$ cat config.mk
export PLATFORM = sky130hd
export DESIGN_NAME = csr_spmv_engine
export DESIGN_NICKNAME = d
export VERILOG_FILES = /design/src/rtl/spmv_pkg.sv /design/src/rtl/csr_entry_mem.sv /design/src/rtl/csr_spmv_engine.sv
export SDC_FILE = /design/constraint.sdc
export NUM_CORES = 1
export LEC_CHECK = 0
export CAP_MARGIN = 20
export CORE_ASPECT_RATIO = 0.6
export CORE_MARGIN = 5
export CORE_UTILIZATION = 45
export CTS_CLUSTER_DIAMETER = 120
export DETAILED_ROUTE_END_ITERATION = 8
export PLACE_DENSITY = 0.65
export SKIP_LAST_GASP = 1
export SYNTH_ARGS = -nofsm -noshare
export SYNTH_HDL_FRONTEND = slang
export SYNTH_SLANG_ARGS = --single-unit
$ cat constraint.sdc
create_clock -name clk -period 10.9 [get_ports clk]
set_clock_uncertainty 0.2 [all_clocks]
set_input_delay 2.18 -clock clk [delete_from_list [all_inputs] [get_ports clk]]
set_output_delay 2.18 -clock clk [all_outputs]
set_load 0.02 [all_outputs]
$ cat src/rtl/spmv_pkg.sv
// Shared types and helpers for the CSR spiking SpMV engine.
// State encoding, default geometry and the saturating adder.
package spmv_pkg;

    typedef enum logic [1:0] {
        IDLE,
        LOAD,
        COMPUTE,
        DRAIN
    } state_t;

    localparam int DEF_N_ROWS  = 4;
    localparam int DEF_N_COLS  = 4;
    localparam int DEF_MAX_NNZ = 16;

    localparam int ROW_W = $clog2(DEF_N_ROWS);
    localparam int COL_W = $clog2(DEF_N_COLS);
    localparam int CNT_W = $clog2(DEF_MAX_NNZ + 1);

    // Adds two w-bit unsigned values; clamps or wraps at 2^w-1 (w <= 63).
    function automatic logic [63:0] sat_add(
        input logic [63:0] a,
        input logic [63:0] b,
        input int          w,
        input bit          sat
    );
        logic [64:0] sum;
        logic [64:0] lim;
        sum = {1'b0, a} + {1'b0, b};
        lim = (65'd1 << w) - 65'd1;
        if (sum > lim) begin
            if (sat) return lim[63:0];
            return sum[63:0] & lim[63:0];
        end
        return sum[63:0];
    endfunction

endpackage

$ cat src/rtl/csr_entry_mem.sv
// Register file holding the packed CSR entries (row, col, value).
// One synchronous write port, one combinational read port.
module csr_entry_mem
    import spmv_pkg::*;
#(
    parameter int DEPTH = 16,
    parameter int AW    = 4,
    parameter int RW    = 2,
    parameter int CW    = 2,
    parameter int VW    = 8
) (
    input  logic          clk,
    input  logic          we,
    input  logic [AW-1:0] waddr,
    input  logic [RW-1:0] wrow,
    input  logic [CW-1:0] wcol,
    input  logic [VW-1:0] wval,
    input  logic [AW-1:0] raddr,
    output logic [RW-1:0] rrow,
    output logic [CW-1:0] rcol,
    output logic [VW-1:0] rval
);

    localparam int EW = RW + CW + VW;

    logic [EW-1:0] mem [DEPTH];

    always_ff @(posedge clk) begin
        if (we) begin
            mem[waddr] <= {wrow, wcol, wval};
        end
    end

    assign {rrow, rcol, rval} = mem[raddr];

endmodule

$ cat src/rtl/csr_spmv_engine.sv
// Spiking sparse matrix-vector engine: loads a CSR matrix once,
// then turns each spike vector into N_ROWS streamed row sums.
module csr_spmv_engine
    import spmv_pkg::*;
#(
    parameter int N_ROWS   = DEF_N_ROWS,
    parameter int N_COLS   = DEF_N_COLS,
    parameter int MAX_NNZ  = DEF_MAX_NNZ,
    parameter int VAL_W    = 8,
    parameter int ACC_W    = 8,
    parameter int SATURATE = 1
) (
    input  logic                         clk,
    input  logic                         rst_n,
    input  logic                         load_valid,
    output logic                         load_ready,
    input  logic [$clog2(N_ROWS)-1:0]    load_row,
    input  logic [$clog2(N_COLS)-1:0]    load_col,
    input  logic [VAL_W-1:0]             load_val,
    input  logic                         load_last,
    input  logic                         spike_valid,
    output logic                         spike_ready,
    input  logic [N_COLS-1:0]            spike_in,
    output logic                         out_valid,
    input  logic                         out_ready,
    output logic [$clog2(N_ROWS)-1:0]    out_row,
    output logic [ACC_W-1:0]             out_data,
    output logic                         out_last,
    output logic                         busy,
    output logic [$clog2(MAX_NNZ+1)-1:0] nnz_count,
    output logic                         err_overflow,
    output logic                         err_order
);

    localparam int RW = $clog2(N_ROWS);
    localparam int CW = $clog2(N_COLS);
    localparam int NW = $clog2(MAX_NNZ + 1);
    localparam int PW = $clog2(MAX_NNZ);

    state_t             state;
    logic               matrix_valid;
    logic [RW-1:0]      prev_row;
    logic [N_COLS-1:0]  spike_q;
    logic [NW-1:0]      ptr;
    logic [RW-1:0]      row_q;
    logic [ACC_W-1:0]   acc [N_ROWS];

    logic               load_hs;
    logic               spike_hs;
    logic               full;
    logic               mem_we;
    logic [PW-1:0]      mem_waddr;
    logic [RW-1:0]      rd_row;
    logic [CW-1:0]      rd_col;
    logic [VAL_W-1:0]   rd_val;
    logic [ACC_W-1:0]   addend;
    logic [ACC_W-1:0]   acc_sum;
    logic               last_entry;

    assign load_ready  = rst_n && (state == IDLE || state == LOAD);
    // A pending load beat always takes priority over a spike vector.
    assign spike_ready = rst_n && state == IDLE && matrix_valid && !load_valid;
    assign load_hs     = load_valid && load_ready;
    assign spike_hs    = spike_valid && spike_ready;

    assign full      = nnz_count == NW'(MAX_NNZ);
    assign mem_we    = load_hs && (state == IDLE || !full);
    assign mem_waddr = (state == IDLE) ? '0 : nnz_count[PW-1:0];

    csr_entry_mem #(
        .DEPTH (MAX_NNZ),
        .AW    (PW),
        .RW    (RW),
        .CW    (CW),
        .VW    (VAL_W)
    ) u_mem (
        .clk   (clk),
        .we    (mem_we),
        .waddr (mem_waddr),
        .wrow  (load_row),
        .wcol  (load_col),
        .wval  (load_val),
        .raddr (ptr[PW-1:0]),
        .rrow  (rd_row),
        .rcol  (rd_col),
        .rval  (rd_val)
    );

    assign addend     = spike_q[rd_col] ? ACC_W'(rd_val) : '0;
    assign acc_sum    = ACC_W'(sat_add(64'(acc[rd_row]), 64'(addend),
                                       ACC_W, SATURATE != 0));
    assign last_entry = (nnz_count == '0) || (ptr == nnz_count - NW'(1));

    assign busy      = state != IDLE;
    assign out_valid = state == DRAIN;
    assign out_row   = row_q;
    assign out_data  = out_valid ? acc[row_q] : '0;
    assign out_last  = out_valid && row_q == RW'(N_ROWS - 1);

    always_ff @(posedge clk) begin
        if (!rst_n) begin
            state        <= IDLE;
            nnz_count    <= '0;
            matrix_valid <= 1'b0;
            err_overflow <= 1'b0;
            err_order    <= 1'b0;
            prev_row     <= '0;
            spike_q      <= '0;
            ptr          <= '0;
            row_q        <= '0;
            for (int i = 0; i < N_ROWS; i++) acc[i] <= '0;
        end else begin
            unique case (state)
                IDLE: begin
                    if (load_hs) begin
                        nnz_count    <= NW'(1);
                        err_overflow <= 1'b0;
                        err_order    <= 1'b0;
                        prev_row     <= load_row;
                        matrix_valid <= load_last;
                        state        <= load_last ? IDLE : LOAD;
                    end else if (spike_hs) begin
                        spike_q <= spike_in;
                        ptr     <= '0;
                        for (int i = 0; i < N_ROWS; i++) acc[i] <= '0;
                        state   <= COMPUTE;
                    end
                end
                LOAD: begin
                    if (load_hs) begin
                        if (full) err_overflow <= 1'b1;
                        else nnz_count <= nnz_count + NW'(1);
                        if (load_row < prev_row) err_order <= 1'b1;
                        prev_row <= load_row;
                        if (load_last) begin
                            matrix_valid <= 1'b1;
                            state        <= IDLE;
                        end
                    end
                end
                COMPUTE: begin
                    if (nnz_count != '0) acc[rd_row] <= acc_sum;
                    ptr <= ptr + NW'(1);
                    if (last_entry) begin
                        row_q <= '0;
                        state <= DRAIN;
                    end
                end
                DRAIN: begin
                    if (out_ready) begin
                        if (row_q == RW'(N_ROWS - 1)) begin
                            row_q <= '0;
                            state <= IDLE;
                        end else begin
                            row_q <= row_q + RW'(1);
                        end
                    end
                end
                default: state <= IDLE;
            endcase
        end
    end

endmodule
Word level (Yosys, flattened, before mapping)

Memory sizes are Yosys's and may differ from the RTL's. A register that Yosys moved wholly into a read port is not among the register bits.
Index checks and enable logic that the tools add are counted.

Flip-flop bits (word level): 23
Memory bits (writable): 224
Output and inout port bits: 22
Word-level logic and storage cells: 137
Memories: 2

Add/sub/neg operators: 5
$lt $le $gt $ge: 3
Equal/unequal tests: 18
Mux-type cells: 64
Bitwise logic cells: 5
Reductions and logical operators: 31

Memory list:

| name      | words | bits a word | rd ports | clocked after Yosys merged registers in | write ports | RTL line              | source |
|---|---|---|---|---|---|---|---|
| u_mem.mem | 16    | 12          | 1        | 1                                       | 1           | csr_entry_mem.sv:26   | `logic [EW-1:0] mem [DEPTH];` |
| acc       | 4     | 8           | 2        | 1                                       | 4           | csr_spmv_engine.sv:46 | `logic [ACC_W-1:0] acc [N_ROWS];` |

Operator list:

| cell                                                                             | number |
|---|---|
| 8-bit two-way mux                                                                | 10 |
| 2-bit two-way mux                                                                | 13 |
| 1-bit two-way mux                                                                | 25 |
| 5-bit two-way mux                                                                | 5 |
| 5-bit one-hot mux with 2 select lines                                            | 2 |
| 2-bit inequality test (second input constant)                                    | 8 |
| 4-bit AND reduction                                                              | 4 |
| 4-bit two-way mux                                                                | 3 |
| 5-bit by 1-bit adder with 5-bit output (second input constant)                   | 2 |
| 8-bit by 8-bit adder with 9-bit output                                           | 1 |
| 9-bit by 8-bit greater-than comparator with 1-bit output (second input constant) | 1 |
| 3-bit AND reduction                                                              | 3 |
| 1-bit logical AND                                                                | 8 |
| 2-bit one-hot mux with 4 select lines                                            | 1 |
| 2-bit nonzero test                                                               | 4 |
| 8-bit OR reduction                                                               | 1 |
| 2-bit equality test (second input constant)                                      | 3 |
| 2-bit by 1-bit inequality test with 1-bit output (second input constant)         | 3 |
| 1-bit one-hot mux with 2 select lines                                            | 3 |
| 6-bit AND reduction                                                              | 1 |
| 5-bit equality test                                                              | 1 |
| 5-bit equality test (second input constant)                                      | 1 |
| 5-bit zero test                                                                  | 1 |
| 5-bit nonzero test                                                               | 1 |
| other kinds (15)                                                                 | 21 |

Logic depth before layout (Yosys ltp)

Word-level depth: 12
Gate-level depth with buffers: 17
Mapped depth without buffers: 14

Hierarchy

Synthesis repeated with hierarchy kept, for this count alone.

Cell total of the unflattened synthesis: 627
Area, all modules: 10712.8 um^2

Modules (own cells, without submodules):

| module          | instances | cells each | area an instance (um^2) |
|---|---|---|---|
| csr_entry_mem   | 1         | 317        | 7359.6 |
| csr_spmv_engine | 1         | 310        | 3353.2 |

Least setup slack after synthesis

No wires, ideal clock.

Path type: input to output
From: in rst_n
To: out spike_ready
Data arrival time: 2.950 ns
Setup slack: 5.570 ns
Stages: 3
Path through: clkbuf_1 -> nor4b_1 -> and2_1

Longest elaborated chain between the ends: 3

Ends and longest elaborated chain:

| what                            | RTL line              | source |
|---|---|---|
| from (decl)                     | csr_spmv_engine.sv:14 | `input logic rst_n,` |
| 1-bit logical AND (3 in series) | csr_spmv_engine.sv:62 | `assign spike_ready = rst_n && state == IDLE && matrix_valid && !load_valid;` |
| to (decl)                       | csr_spmv_engine.sv:22 | `output logic spike_ready,` |

Every way passes these cells.

Worst setup path in the final report

Same ends and word-level chain as after synthesis.

==> impl_results.md <==
* Mapped Nets at 703
* Post-DP HPWL at 15.22 mm
* First-pass GRT wire length at between 30 and 40 mm
* Die Y at around 130 µm
* Worst-margin pin slew at approximately 1.0 ns
* GR Util All Layers at approximately 18%
* H-tree levels at 1
* LEAKAGE at slightly above 0.004 µW
* PD cells at roughly 150 mW/mm²
* Clock Path Buffers at 3
* Via count at 6103
* Wire per inst at around 23 µm
* Worst-case vdd ir drop at 152.2 µV
* Status: finished clean
* Post-layout util at around 52%
* DRC violations left at 0
* WP data arrival at around 4.5 ns
* Crit path time final at approximately 6.8 ns
* Max-cap viol count at 0
* CP endpoint kind: primary output
* Final nets at roughly 750
* Starting Density at a little under half
* R2r worst-path depth at 14
* CP startpoint kind: input pin
* Total CTS buffers at 24
* Worst-path clk slew at about 0.06 ns
* Die ar. at between 0.02 and 0.03 mm²
* Hold depth at 2
* Post-CTS sizing at 0
* Vias in the first global route at roughly 6100
* Die W at ~210 µm
* Post-route insts no fill at around 1100
* Period utilization at 62.69%
* Core region area at between 0.02 and 0.025 mm²
* Mapped cell area at approximately 0.011 mm²
* Yosys reg bits at 253
* DR iter-0 viols at 537
* Met1 Use GR at around 27%
* Initial antenna violation count at 0
* Routability cong. at 0.8555
* Worst slew margin at roughly 30%
* Inst Count DP at 1013
* Most Used Layer, Global Route: met1
* Worst Setup Path Type: input pin to primary output
* Worst Path Required at 8.52 ns
* Clk Latency, worst-skew pair at 0.53 ns
* Met2 usage at a little over a quarter
* RSZ-0062 raised after global routing: false
* Pre-antenna DRT Iters at 5
* TNS Setup at 0 ns
* Final hold slack at around 0.29 ns
* Largest net degree at the start of global routing at between 40 and 50
* Async S/R FF share, synth at 0%
* Met3 usage at around 3.5%
* Worst hold start: prev_row[1]$_SDFFE_PN0P_
* Fraction of layout cells with a size suffix above 1 at between 15 and 20%
* Total congestion overflow at 0
* Yosys warns at 0
* Final wirelength at 24.47 mm
* FF+latch area at 0.007310 mm²
* Fmax at around 150 MHz
* Sequential area share after synthesis at 67.14%
* Sink Count at around 250
* Final Setup Violations at 0
* Total I/O pin count at 44
* Post-CTS Hold Buffers at 0
* Final Hold Vio Count at 0
* Main flop type after synthesis: edfxtp_1
* Hold WC Path Type: register to register
* Std cell rows at 44
* Vias/cell at a little under 6
* Design Area, Final at 0.01245 mm²
* CTS root buf: clkbuf_16
* Mean post-synth cell area at 16.32 µm²
* Port bufs at 43
* Fill cells at between 1500 and 2000
* CTS tree: built
* Post-route antenna net violation count at 0
* Max Fanout on Critical Path at 28
* Post-Synthesis Cells at 667
* Area Overhead vs Synth at 14.43%
* Area occupied by multi-input gates at around 0.0034 mm²
* Ant diodes at 0
* Launch point of the critical path: rst_n
* Post-synth EDFFs at between 200 and 250
* Post-CTS setup buffer count at 0
* Placed cell area at 0.01173 mm²
* Netlist cell types at between 40 and 50
* Max Slew Vio Count at 0
-- state kept, by name, summed over array words and instances (netlist names), named ones only --
signal        cells
matrix_valid      1
err_overflow      1
out_row           2
prev_row          2
ptr               5
nnz_count         5
acc              32
spike_q           4
state             2
err_order         1
u_mem.mem       192
-- logic make-up after synthesis --
| kind of cell | count (synthesis) | synth area share [%] |
|---|---|---|
| flops | 253 | 67.14 |
| fa+ha+maj | 14 | 1.679 |
| buf+inv | 43 | 1.748 |
| xor+xnor | 11 | 0.8852 |
| compound gates | 69 | 4.277 |
| mux | 104 | 16.56 |
| simple gates | 173 | 7.714 |
-- where the power goes --
part | internal [µW] | switching (µW)
sequential | 1060 | 5.88
clock | 432 | 347
combinational | 32.3 | 47.4
-- routing by layer --
layer / part of all wire, % / up-vias
met5: 0 / -
met4: 1.6 / 0
met3: 7.3 / 34
met2: 44 / 229
met1: 47 / 3137
li1: - / 2703
-- metrics by stage --
| step | setup slack [ns] | power [µW] |
|---|---|---|
| after floorplan | 5.570 | 1133 |
| after global placement | 4.138 | 1163 |
| after detailed placement | 4.054 | 1168 |
| after CTS | 4.046 | 1947 |
| after global routing | 3.866 | 1998 |
| final | 4.067 | 1927 |
-- worst max-delay path: stages --
cell             delay [ns]
clkdlybuf4s50_1        1.05
nor4b_1                0.39
and2_1                 0.21
clkdlybuf4s50_1        0.62
-- area by class of cell --
type	instances	area share (%)
inverters	8	0.2411
clock buffers	32	5.064
clock inverters	8	0.7535
repair buffers	59	4.451
multi-input cells	371	27.56
well taps	322	3.235
flip-flops and latches	253	58.70
-- worst paths after layout --
check | to | slack (ns)
hold reg to reg | prev_row[1]$_SDFFE_PN0P_ | 0.29
setup / recovery | spike_ready | 4.07
hold / removal | prev_row[1]$_SDFFE_PN0P_ | 0.29
setup reg to reg | acc[3][5]$_SDFFCE_PN0P_ | 4.95
-- cell usage in the layout (no fill, tap or decap), drive strengths merged, types with 7 or more instances in the layout --
master | netlist | final
a211oi | 18 | 18
a21oi | 14 | 14
and2 | 11 | 11
buf | 14 | 16
clkbuf | 21 | 32
clkdlybuf4s50 | 0 | 43
dfxtp | 29 | 29
edfxtp | 224 | 224
ha | 13 | 13
inv | 8 | 8
mux2i | 40 | 40
mux4 | 58 | 58
nand2 | 38 | 38
nand3 | 8 | 8
nor2 | 61 | 61
nor2b | 22 | 22
nor3 | 7 | 7
o21ai | 11 | 11
-- synth_stat cells, drive strengths merged (8+ instances only) --
library cell	n	area, µm²
a211oi	18	135.1
a21oi	14	70.07
and2	11	68.82
buf	14	81.33
clkbuf	21	78.83
dfxtp	29	580.6
edfxtp	224	6726
ha	13	162.7
inv	8	30.03
mux2i	40	412.9
mux4	58	1321
nand2	38	142.6
nand3	8	40.04
nor2	61	229.0
nor2b	22	137.6
o21ai	11	55.05
No activity file was read; power rests on OpenSTA's default activity.
